--- src/rtl/viterbi_frame_ctrl_pkg.sv ---
// Shared receiver definitions for the Viterbi frame sequencer: state encoding and sizing defaults.
package viterbi_frame_ctrl_pkg;

  typedef enum logic [2:0] {
    ST_IDLE  = 3'd0,
    ST_DRST  = 3'd1,
    ST_FEED  = 3'd2,
    ST_FLUSH = 3'd3,
    ST_DONE  = 3'd4
  } vfc_state_e;

  localparam int TB_DEPTH_DEF = 35;
  localparam int LEN_W_DEF    = 12;

endpackage

--- src/rtl/viterbi_frame_ctrl.sv ---
// Frames a rate-1/2 coded stream into the Viterbi decoder: reset, feed, zero flush, output qualify.
// Inputs accepted only in FEED (InValid low stalls the decoder); one DRST cycle and one DONE cycle per frame.
module viterbi_frame_ctrl
  import viterbi_frame_ctrl_pkg::*;
#(
  parameter int TB_DEPTH = TB_DEPTH_DEF,
  parameter int LEN_W    = LEN_W_DEF
) (
  input  logic             i_clk,
  input  logic             i_rst_n,
  input  logic             i_start_frame,
  input  logic [LEN_W-1:0] i_num_bits,
  input  logic             i_in_valid,
  input  logic             i_in_bit,
  output logic             o_in_ready,
  output logic             o_dec_in,
  output logic             o_dec_enable,
  output logic             o_dec_reset,
  input  logic             i_dec_out,
  output logic             o_out_bit,
  output logic             o_out_valid,
  output logic             o_busy,
  output logic             o_frame_done
);

  localparam int TOT_W = LEN_W + 1;

  vfc_state_e       r_state, w_state_nxt;
  logic [LEN_W-1:0] r_len, w_len_nxt;
  logic [LEN_W-1:0] r_in_pairs, w_in_pairs_nxt;
  logic [LEN_W-1:0] r_out_cnt, w_out_cnt_nxt;
  logic [TOT_W-1:0] r_tot_pairs, w_tot_pairs_nxt;
  logic             r_phase, w_phase_nxt;

  logic             w_dec_en;
  logic             w_out_valid;
  logic [LEN_W-1:0] w_in_pairs_inc;
  logic [LEN_W-1:0] w_out_cnt_inc;

  assign w_in_pairs_inc = r_in_pairs + LEN_W'(1);
  assign w_out_cnt_inc  = r_out_cnt + LEN_W'(1);

  always_ff @(posedge i_clk or negedge i_rst_n) begin
    if (!i_rst_n) begin
      r_state     <= ST_IDLE;
      r_len       <= '0;
      r_in_pairs  <= '0;
      r_out_cnt   <= '0;
      r_tot_pairs <= '0;
      r_phase     <= 1'b0;
    end else begin
      r_state     <= w_state_nxt;
      r_len       <= w_len_nxt;
      r_in_pairs  <= w_in_pairs_nxt;
      r_out_cnt   <= w_out_cnt_nxt;
      r_tot_pairs <= w_tot_pairs_nxt;
      r_phase     <= w_phase_nxt;
    end
  end

  always_comb begin
    w_state_nxt     = r_state;
    w_len_nxt       = r_len;
    w_in_pairs_nxt  = r_in_pairs;
    w_out_cnt_nxt   = r_out_cnt;
    w_tot_pairs_nxt = r_tot_pairs;
    w_phase_nxt     = r_phase;
    o_in_ready      = 1'b0;
    o_dec_in        = 1'b0;
    o_dec_reset     = 1'b0;
    o_frame_done    = 1'b0;
    w_dec_en        = 1'b0;

    case (r_state)
      ST_IDLE: begin
        if (i_start_frame) begin
          w_len_nxt       = i_num_bits;
          w_in_pairs_nxt  = '0;
          w_out_cnt_nxt   = '0;
          w_tot_pairs_nxt = '0;
          w_phase_nxt     = 1'b0;
          w_state_nxt     = ST_DRST;
        end
      end
      ST_DRST: begin
        o_dec_reset = 1'b1;
        w_state_nxt = (r_len == '0) ? ST_DONE : ST_FEED;
      end
      ST_FEED: begin
        o_in_ready = 1'b1;
        w_dec_en   = i_in_valid;
        o_dec_in   = i_in_bit;
      end
      ST_FLUSH: begin
        w_dec_en = 1'b1;
      end
      ST_DONE: begin
        o_frame_done = 1'b1;
        w_state_nxt  = ST_IDLE;
      end
      default: w_state_nxt = ST_IDLE;
    endcase

    // Decoded bit of pair k-TB_DEPTH appears on the B cycle of pair k.
    w_out_valid = w_dec_en && r_phase && (r_tot_pairs >= TOT_W'(TB_DEPTH)) && (r_out_cnt < r_len);

    if (w_dec_en) begin
      w_phase_nxt = ~r_phase;
      if (r_phase) begin
        w_tot_pairs_nxt = r_tot_pairs + TOT_W'(1);
        if (r_state == ST_FEED) begin
          w_in_pairs_nxt = w_in_pairs_inc;
          if (w_in_pairs_inc == r_len) w_state_nxt = ST_FLUSH;
        end
      end
    end

    if (w_out_valid) begin
      w_out_cnt_nxt = w_out_cnt_inc;
      if (w_out_cnt_inc == r_len) w_state_nxt = ST_DONE;
    end
  end

  assign o_dec_enable = w_dec_en;
  assign o_out_valid  = w_out_valid;
  assign o_out_bit    = i_dec_out;
  assign o_busy       = (r_state != ST_IDLE);

endmodule

--- config.mk ---
export PLATFORM = sky130hd
export DESIGN_NAME = viterbi_frame_ctrl
export DESIGN_NICKNAME = d
export VERILOG_FILES = /design/src/rtl/viterbi_frame_ctrl_pkg.sv /design/src/rtl/viterbi_frame_ctrl.sv
export SDC_FILE = /design/constraint.sdc
export NUM_CORES = 1
export LEC_CHECK = 0
export ABC_AREA = 1
export BUFFER_PORTS_ARGS = -buffer_cell sky130_fd_sc_hd__buf_4
export CAP_MARGIN = 20
export CORE_MARGIN = 2
export CORE_UTILIZATION = 40
export CTS_BUF_LIST = sky130_fd_sc_hd__clkbuf_8
export DETAILED_ROUTE_END_ITERATION = 16
export PLACE_DENSITY = 0.59
export SYNTH_ARGS = -nofsm -noshare
export SYNTH_HDL_FRONTEND = slang
export SYNTH_SLANG_ARGS = --single-unit
--- constraint.sdc ---
create_clock -name i_clk -period 2.53 [get_ports i_clk]
set_input_delay 0.253 -clock i_clk [delete_from_list [all_inputs] [get_ports i_clk]]
set_output_delay 0.253 -clock i_clk [all_outputs]
set_load 0.03 [all_outputs]
# Word level (Yosys, flattened, before mapping)
# Index checks and enable logic that the tools add are counted.
# totals
register_bits	53
in_bits	18
out_inout_bits	8
elab_cells	61
# op_classes
n_addsub	3
magnitude_cmp	2
n_eq_ne	6
muxes	29
n_bitwise	1
reduce_logical	14
# ops
op	count
$mux 12	8
$mux 13	4
$add 12x1->12 const B	2
$eq 12x12->1	2
$mux 3	8
$add 13x1->13 const B	1
$ge 13x6->1 const B	1
$logic_not 12->1	1
$lt 12x12->1	1
$pmux 3 s3	1
$reduce_bool 2->1	4
$mux 1	7
$eq 3x2->1 const B	2
$reduce_and 2->1	3
$eq 3x1->1 const B	1
$eq 3x3->1 const B	1
$logic_and 1x1->1	3
$logic_not 3->1	1
$reduce_bool 3->1	1
$pmux 1 s2	1
$reduce_or 2->1	1
$not 1->1	1

# Depth between registers and ports, before layout
# logic_depth
ltp_word	9
mapped_depth	13
depth_no_buf	13

# Least setup slack after synthesis
# Ideal clock, no wire load.
# synth_timing
path_kind	reg-to-reg
startpoint	register r_len[9]
endpoint	register r_state[0]
setup_ns	0.120
t_arrival_ns	1.686
required_ns	2.410
setup_slack_ns	0.724
path_stages_with_launch	12
n_path_buf	0
period_less_slack_ns	1.806
cell_sequence	dfrtp_1 > inv_1 > ha_1 > a21o_1 > nand2_1 > nand2_1 > inv_1 > nand3_1 > nor2_8 > nand3_4 > nor2_2 > a21oi_1
# synth_via
elab_cells_between_ends	10
classes_between	order compare (1); eq/ne (2); mux (6); reduce/logical (1)
# synth_rtl
element	line_no	source
start, declared	viterbi_frame_ctrl.sv:29	logic [LEN_W-1:0] r_len, w_len_nxt;
start signal, assigned	viterbi_frame_ctrl.sv:53	r_len <= w_len_nxt;
$lt 12x12->1	viterbi_frame_ctrl.sv:105	w_out_valid = w_dec_en && r_phase && (r_tot_pairs >= TOT_W'(TB_DEPTH)) && (r_out_cnt < r_len);
$logic_and 1x1->1	viterbi_frame_ctrl.sv:105	
via o_out_valid	viterbi_frame_ctrl.sv:21	output logic o_out_valid,
$mux 3	viterbi_frame_ctrl.sv:118	if (w_out_valid) begin
via w_state_nxt[0]	viterbi_frame_ctrl.sv:28	vfc_state_e r_state, w_state_nxt;
end signal, assigned	viterbi_frame_ctrl.sv:52	r_state <= w_state_nxt;
end, declared	viterbi_frame_ctrl.sv:28	
# The timed path passes the listed nets, and every way through them passes these cells.
# A chain may end at the register's enable or synchronous reset.

# Worst setup path in the final report
# layout_timing
startpoint	register r_len[7]
endpoint	output o_out_valid
# layout_via
elab_chain_cells	2
# layout_lines
element	line_no
$lt 12x12->1	viterbi_frame_ctrl.sv:105
$logic_and 1x1->1	viterbi_frame_ctrl.sv:105
end, declared	viterbi_frame_ctrl.sv:21
# No other way between the ends.

==> metrics.txt <==
leading area contributor after synthesis dfrtp_1; failing checks negative hold slack; layout cells sized above 1 13.20%; Tmin final 2.364 ns; post-synth top area share 36.45%; RSZ-0062 raised after global routing no; Synth cell types 43; HPWL after DPL 6879 um; f_max 423.0 MHz; first-pass GRT wire length 15,710 um; final WL 9016 um; Initial Util 41.52%; Core Area 8763 um^2; Die W 99.38 um; EDFF count, synth 0; Final Max Slew Viols 0; RD Place Congestion 0.8157; Synth area leaders dfrtp_1, nand2_1, inv_1; clock slew at reported path FFs 0.11 ns; DP Area 3960 um^2; htree depth 2; die height 99.38 um; status finished, violations left; total iterations of the first detailed-routing run 4; Leakage 1.944 nW; Gate Count Post-Synth 506; Min Hold Slack -0.02061 ns; DR vias 3,315; CTS buffer count 5; Worst Hold Class input pin to async pin; Post-synth ARST share 100.0%; DRT antenna net count 0; Iter 0 DRT Violations 177; CP startpoint kind register; root buf cell clkbuf_8; Int Pwr 0.001810 W; sw frac 47.60%; fin util 46.46%; flop2flop setup slack 0.37 ns; CP max FO 6; Synth-to-Final Area Change 11.90%; Setup TNS Final 0 ns; skew final 0.007147 ns; initial antenna violation count 0; hold_buf cts 0; CTS tree built; most frequent cells after synthesis nand2_1, inv_1, dfrtp_1; final instance area 4071 um^2; Reg power frac 37.1%; Max Cap Violations 0; multi-input logic area 2009 um^2; num rows 34; YS warnings 0; Seq. cell area 1328 um^2; FF+latch count, synth 53; DRC violations left 0; Max rail drop VDD 0.5549 mV; Mapped Nets 539; Seq/Total Area, Yosys 36.45%; Ports 26; Final Hold Fails 18; worst-skew pair later-pin latency 0.31 ns; Layout Nets 570; Die ar. 9875 um^2; Design Power 0.003454 W; Avg Inst Size Synth 7.191 um^2; clock power share 14.5%; vias in the first global route 3,259; worst slew pin tran 0.7242 ns; total gr overflow 0; # clock sinks 53; most frequent cell after synthesis nand2_1; IO buf count 23; WP data arrival 2.11 ns; All-Layer GR Usage 19.57%; Logic pwr share 48.4%; part of the cycle the worst path needs 93.44%; type of the worst setup path register to output port; Filler Cells Inserted 931; PD cells 848.5 nW/um^2; WP data required 2.28 ns; Worst setup EP type output port; Mapped Area 3638 um^2; Via density 5.132; WL/cell 13.96 um; Worst slew margin 51.72%; clk buf depth 2; ys flop type dfrtp_1; pin count of the biggest net entering global routing 54; antenna diode count 0; P_sw 0.001644 W; # setup viols final 0
-- flip-flops by register name (all words and copies together) (netlist names) --
register and flops:
r_in_pairs 12, r_len 12, r_out_cnt 12, r_phase 1, r_tot_pairs 13, r_state 3
-- worst paths after layout --
path,cells past startpoint,end,startpoint
max reg2reg,12,r_out_cnt[3]$_DFFE_PN0P_,r_len[11]$_DFFE_PN0P_
min reg2reg,1,r_tot_pairs[7]$_DFF_PN0_,r_tot_pairs[7]$_DFF_PN0_
max in group asynchronous,1,r_len[11]$_DFFE_PN0P_,i_rst_n
min,1,r_in_pairs[9]$_DFF_PN0_,i_rst_n
min in group i_clk,3,r_len[7]$_DFFE_PN0P_,i_num_bits[7]
max,9,o_out_valid,r_len[7]$_DFFE_PN0P_
-- cell usage in the layout, fill, tap and decap left out, types with 11 or more instances in the layout --
cell type	count
nand2_1	154
inv_1	68
dfrtp_1	52
nand3_1	47
nor2_1	35
o21ai_0	29
buf_4	29
ha_1	15
nand4_1	13
a21oi_1	11
-- layer usage --
layer	vias up	GRT usage [%]	share of wire (%)
met3	6	2.670	3.4
met4	0	3.793	0.84
met5	-	0	0
li1	1727	-	-
met1	1541	27.87	50
met2	41	32.12	46
-- cell families after synthesis --
family,Yosys count,synth area share [%]
buffers and inverters,77,8.322
multiplexers,1,0.2751
AND/OR/NAND/NOR,282,35.80
AO/OA/AOI/OAI,75,12.90
adder cells (fa/ha/maj),15,5.158
flip-flops,53,36.45
XOR/XNOR,3,1.100
-- power groups by stage --
| stage | Combinational (W) | Clock, W | Sequential [W] |
|---|---|---|---|
| after floorplan | 0.00123 | 0 | 0.00121 |
| after global placement | 0.00165 | 0 | 0.00129 |
| after detailed placement | 0.00167 | 0 | 0.00129 |
| after CTS | 0.00168 | 0.000517 | 0.00128 |
| after global routing | 0.00190 | 0.000549 | 0.00131 |
| final | 0.00167 | 0.000500 | 0.00128 |
-- stage by stage --
step | std cells | setup slack (ns) | hold WS, ns
global placement | 635 | 0.4421 | 0.3523
CTS | 643 | 0.05328 | 0.01471
finish | 646 | 0.1660 | -0.02061
floorplan | 506 | 0.7238 | -0.04259
detailed placement | 635 | 0.4319 | 0.3637
global route | 646 | 0.02880 | 0.04589
-- critical path: stages, from the launching register on --
cell and delay [ns]:
dfrtp_1 0.41, inv_1 0.21, ha_1 0.29, nand2_1 0.08, nor2_1 0.04, and2_1 0.14
nand2_1 0.06, nand3_1 0.16, nor2_8 0.21, buf_4 0.18
-- layout make-up --
| cell class | count | area share, % |
|---|---|---|
| clock inverter | 3 | 0.4610 |
| sequential | 53 | 32.61 |
| clock buffer | 5 | 1.690 |
| timing repair buffer | 30 | 5.839 |
| tap | 108 | 3.319 |
| multi-input combinational | 376 | 49.35 |
| inverter | 71 | 6.730 |
-- repair_timing --
action	4_1_cts	5_1_grt
setup endpoints to repair	0	1
buffers inserted	0	3
resized for setup	0	1
Power figures use the tool's default switching activity.
